**src/rtl/vga_draw_arbiter_pkg.sv**
```systemverilog
// vga_draw_arbiter_pkg: shared widths, screen geometry and arbiter state encoding
package vga_draw_arbiter_pkg;
   localparam int COORD_X_W = 8;
   localparam int COORD_Y_W = 7;
   localparam int COLOUR_W  = 3;
   localparam int SCREEN_W  = 160;
   localparam int SCREEN_H  = 120;
   localparam int FRAME_PIX = SCREEN_W * SCREEN_H;
   typedef enum logic [1:0] {IDLE, OWN, GAP} state_t;
endpackage

```
**src/rtl/vga_draw_arbiter_rr_pick.sv**
```systemverilog
// vga_draw_arbiter_rr_pick: combinational round-robin picker, first requester after last
module vga_draw_arbiter_rr_pick #(
   parameter int N  = 4,
   parameter int LW = 2
) (
   input  logic [N-1:0]  req,
   input  logic [LW-1:0] last,
   output logic [N-1:0]  next,
   output logic [LW-1:0] idx
);
   // scan from last+1 around the ring, first hit wins
   always_comb begin
      logic found;
      found = 1'b0;
      next  = '0;
      idx   = '0;
      for (int k = 1; k <= N; k++) begin
         automatic int i = (int'(last) + k) % N;
         if (!found && req[i]) begin
            found   = 1'b1;
            next[i] = 1'b1;
            idx     = LW'(i);
         end
      end
   end
endmodule

```
**src/rtl/vga_draw_arbiter.sv**
```systemverilog
// vga_draw_arbiter: round-robin owner of the VGA pixel-write port with hold limit and registered output
module vga_draw_arbiter
   import vga_draw_arbiter_pkg::*;
#(
   parameter int NUM_REQ  = 4,
   parameter int X_W      = COORD_X_W,
   parameter int Y_W      = COORD_Y_W,
   parameter int COL_W    = COLOUR_W,
   parameter int MAX_HOLD = FRAME_PIX
) (
   input  logic                     clk,
   input  logic                     resetn,
   input  logic [NUM_REQ-1:0]       req,
   input  logic [NUM_REQ-1:0]       plot_in,
   input  logic [NUM_REQ*X_W-1:0]   x_in,
   input  logic [NUM_REQ*Y_W-1:0]   y_in,
   input  logic [NUM_REQ*COL_W-1:0] col_in,
   output logic [NUM_REQ-1:0]       grant,
   output logic                     plot_out,
   output logic [X_W-1:0]           x_out,
   output logic [Y_W-1:0]           y_out,
   output logic [COL_W-1:0]         col_out,
   output logic                     busy,
   output logic [7:0]               drop_cnt
);
   localparam int LW = NUM_REQ > 1 ? $clog2(NUM_REQ) : 1;
   localparam int HW = MAX_HOLD > 1 ? $clog2(MAX_HOLD) : 1;

   state_t             state;
   logic [LW-1:0]      owner, last_owner, pick_idx;
   logic [NUM_REQ-1:0] pick;
   logic [HW-1:0]      hold_cnt;
   logic               others, hold_max;

   vga_draw_arbiter_rr_pick #(.N(NUM_REQ), .LW(LW)) u_pick (
      .req  (req),
      .last (last_owner),
      .next (pick),
      .idx  (pick_idx)
   );

   assign others   = |(req & ~grant);
   assign hold_max = hold_cnt == HW'(MAX_HOLD - 1);
   assign busy     = |grant;

   // ownership FSM: every hand-over goes through a zero-grant GAP cycle
   always_ff @(posedge clk)
      if (!resetn) begin
         state      <= IDLE;
         grant      <= '0;
         owner      <= '0;
         last_owner <= LW'(NUM_REQ - 1);
         hold_cnt   <= '0;
      end else
         case (state)
            IDLE:
               if (|req) begin
                  state <= OWN;
                  grant <= pick;
                  owner <= pick_idx;
               end
            OWN: begin
               if (others) hold_cnt <= hold_cnt + 1'b1;
               if (!req[owner] || (hold_max && others)) begin
                  state      <= GAP;
                  grant      <= '0;
                  last_owner <= owner;
                  hold_cnt   <= '0;
               end
            end
            default: state <= IDLE;
         endcase

   // registered pixel stage; coordinates hold while nobody owns the port
   always_ff @(posedge clk)
      if (!resetn) begin
         plot_out <= 1'b0;
         x_out    <= '0;
         y_out    <= '0;
         col_out  <= '0;
         drop_cnt <= '0;
      end else begin
         plot_out <= plot_in[owner] & grant[owner];
         if (busy) begin
            x_out   <= x_in[int'(owner)*X_W +: X_W];
            y_out   <= y_in[int'(owner)*Y_W +: Y_W];
            col_out <= col_in[int'(owner)*COL_W +: COL_W];
         end
         if (|(plot_in & ~grant) && drop_cnt != 8'hFF) drop_cnt <= drop_cnt + 8'd1;
      end
endmodule

```
**config.mk**
```make
export PLATFORM = sky130hd
export DESIGN_NAME = vga_draw_arbiter
export DESIGN_NICKNAME = d
export VERILOG_FILES = /design/src/rtl/vga_draw_arbiter_pkg.sv /design/src/rtl/vga_draw_arbiter_rr_pick.sv /design/src/rtl/vga_draw_arbiter.sv
export SDC_FILE = /design/constraint.sdc
export NUM_CORES = 1
export LEC_CHECK = 0
export CELL_PAD_IN_SITES_DETAIL_PLACEMENT = 0
export CELL_PAD_IN_SITES_GLOBAL_PLACEMENT = 1
export CORE_ASPECT_RATIO = 1.5
export CORE_UTILIZATION = 40
export DETAILED_ROUTE_END_ITERATION = 8
export DONT_BUFFER_PORTS = 1
export HOLD_SLACK_MARGIN = 0.08
export PLACE_DENSITY = 0.74
export SYNTH_ARGS = -nofsm -noshare
export SYNTH_HDL_FRONTEND = slang
export SYNTH_HIERARCHICAL = 1
export SYNTH_SLANG_ARGS = --single-unit
```
**constraint.sdc**
```tcl
create_clock -name clk -period 3.6 [get_ports clk]
set_input_delay 0.36 -clock clk [delete_from_list [all_inputs] [get_ports clk]]
set_output_delay 0.36 -clock clk [all_outputs]
set_load 0.01 [all_outputs]
```
==> qor.txt <==
CTS tree: done
first-pass GRT wire length: 13,680 um
vias per cell: 6.019
Post-CTS Setup Inserts: 0
Final Critical Period: 2295 ps
Fin Setup TNS: 0 ps
Critical Path Start: hold_cnt[0]
Core Rows: 40
number of hold buffers added after cts: 0
Final Routed Wirelength: 8413 um
# clock sinks: 52
Setup Viol. Count Final: 0
worst r2r path cells: 7
cts bufs inserted: 5
Seq/Total Area, Yosys: 0.3143
most common cell after layout, fill and taps aside: nand2_1
type of the worst min-delay path: input pin to register
ys async rst share: 0
Worst-Margin Slew: 853.9 ps
maximum VDD drop: 273.2 uV
core area: 8008 um^2
dpl cells: 459
io pins: 114
gpl congestion: 0.8130
worst path cell trace: ha_1 -> nand4_1 -> nor4b_1 -> a31oi_2 -> buf_4 -> o21ai_1 -> nor3_1
post-cts gate resize count: 0
post-route ant nets: 0
Critical Path Max Stage Delay: 500 ps
Skew-Pair Late Insertion Delay: 290 ps
Netlist cell types: 64
GRT Residual Overflow: 0
nature of the critical path endpoint: register
die area: 8655 um^2
synthesized cell area: 3312 um^2
fin cells: 467
RSZ-0062 raised after global routing: no
worst relative slew slack: 0.4296
most frequent cells in the layout: 68 x nand2_1, 52 x dfxtp_1, 29 x a21oi_1, 19 x nand3_1, 19 x nor2_1
DRC: 0
Yosys warnings: 6
drt pass-1 iters: 4
number of global-route vias before repair: 2,759
status: finished, final reports clean
Fmax achieved: 435.7 MHz
Max clock buf depth: 2
leak pwr: 0.001174 uW
R2R Path End: hold_cnt[10]
initial core utilization: 0.4136
FF+latch count, synth: 52
H-tree levels: 2
CP startpoint kind: register
total number of vias: 2,811
Reg2Reg Setup Slack: 1300 ps
Die X-Extent: 76.30 um
fillcell total: 822
Multi-input gate area: 2126 um^2
Worst-path clk slew: 70 ps
slowest CP cell: o21ai_1
Layout Skew: 3.735 ps
MaxCap Viol Count: 0
DPL Wire Length: 6228 um
Port-buffer cells: 0
Post-synth EDFFs: 0
wire per inst: 18.01 um
Area after DPL: 3385 um^2
Hold Path Depth: 2
FF-to-FF Start: hold_cnt[0]
WP data arrival: 2450 ps
Synth Area per Inst: 9.000 um^2
Reg area: 1041 um^2
WP data required: 3750 ps
antenna violations before repair: 0
final cycle utilization of the critical path: 0.6376
Root Driver: clkbuf_16
Ant. Diodes: 0
WS Path Type: register to register
Fin. Hold Viols: 0
Final nets: 453
GR Util All Layers: 0.1971
largest fanout on the critical path: 19
Total Power: 1835 uW
Mapped Cells: 368
most used flip-flop cell after synthesis: dfxtp_1
layout cells sized above 1: 0.1326
Die H: 113.4 um
largest net degree at the start of global routing: 31
design area: 3535 um^2
hold slack: 210.7 ps
1st-iter DRT viols: 122
Syn Nets: 460
Cell Pwr Density: 519.0 nW/um^2
growth of design area from synthesis to finish: 6.725%
final count of pins violating max slew: 0
CP endpoint: hold_cnt[10]
==> synth_stat cells, types with 3 or more instances <==
master	n	area (um^2)
clkbuf_1	13	48.80
o21ai_0	8	40.04
dfxtp_1	52	1041
a21oi_1	29	145.1
buf_2	3	15.01
ha_1	10	125.1
nand2b_1	5	31.28
nand3b_1	3	22.52
mux2i_1	3	30.03
a31oi_1	6	37.54
nor2_1	19	71.32
o31ai_1	4	30.03
nand3_1	19	95.09
a221o_1	4	40.04
o21ai_1	6	30.03
nor4_1	5	31.28
nand4b_1	3	26.28
o211ai_1	3	22.52
nand2_1	68	255.2
nand4_1	5	31.28
buf_6	5	56.30
a311oi_1	3	26.28
nor3_1	8	40.04
mux4_2	18	405.4
xnor2_1	6	52.55
and3_1	4	25.02
inv_1	7	26.28
nor2b_1	5	31.28
==> area by class of cell <==
type,instances,area share
clock buffers,7,0.04035
repair buffers,7,0.01487
flip-flops and latches,52,0.2945
multi-input cells,286,0.6014
clock inverters,1,0.002124
inverters,9,0.009558
well taps,105,0.03717
==> worst min-delay path by stage <==
| stage | startpoint | end | slack [ps] |
|---|---|---|---|
| 2_1_floorplan | hold_cnt[1] | hold_cnt[1] | 440 |
| 3_3_place_gp | hold_cnt[1] | hold_cnt[1] | 450 |
| 3_5_place_dp | hold_cnt[1] | hold_cnt[1] | 460 |
| 4_1_cts | resetn | grant[3] | 210 |
| 5_1_grt | resetn | grant[2] | 200 |
| 6_report | resetn | grant[2] | 210 |
==> routing by layer <==
metal | track usage | part of all wire | up-vias
met5 | 0 | 0 | -
met4 | 0.07692 | 0.024 | 0
met3 | 0.06400 | 0.080 | 15
met2 | 0.3646 | 0.52 | 108
met1 | 0.2046 | 0.38 | 1335
li1 | - | - | 1353
==> report_power, final <==
group	internal (uW)	leakage [uW]	switching, uW
Combinational	252	0.000681	338
Sequential	654	0.000424	106
Clock	277	0.0000701	208
==> critical path: cells and delay by family (launching register included) <==
| kind | cells | cell delay, ps |
|---|---|---|
| fa+ha+maj | 1 | 230 |
| simple gates | 3 | 700 |
| buf+inv | 1 | 220 |
| compound gates | 2 | 640 |
| flops | 1 | 360 |
==> flip-flops by register name (all words and copies together) (netlist names) <==
register,cells
plot_out,1
x_out,8
y_out,7
owner,2
state,2
last_owner,2
drop_cnt,8
col_out,3
grant,4
hold_cnt,15
==> per-stage QoR <==
stage | util | worst slack (ps)
finish | 0.4414 | 1305
detailed placement | 0.4227 | 1322
floorplan | - | 1467
global route | 0.4414 | 1142
CTS | 0.4414 | 1320
global placement | 0.4227 | 1365
==> kinds of logic after synthesis <==
family          count (synthesis)  synth area share
compound gates                 83            0.1806
xor+xnor                        6           0.01587
fa+ha+maj                      10           0.03778
buf+inv                        30           0.04647
flops                          52            0.3143
mux                            26            0.1587
simple gates                  161            0.2463
Note: power is estimated with default switching activity, not from simulation.
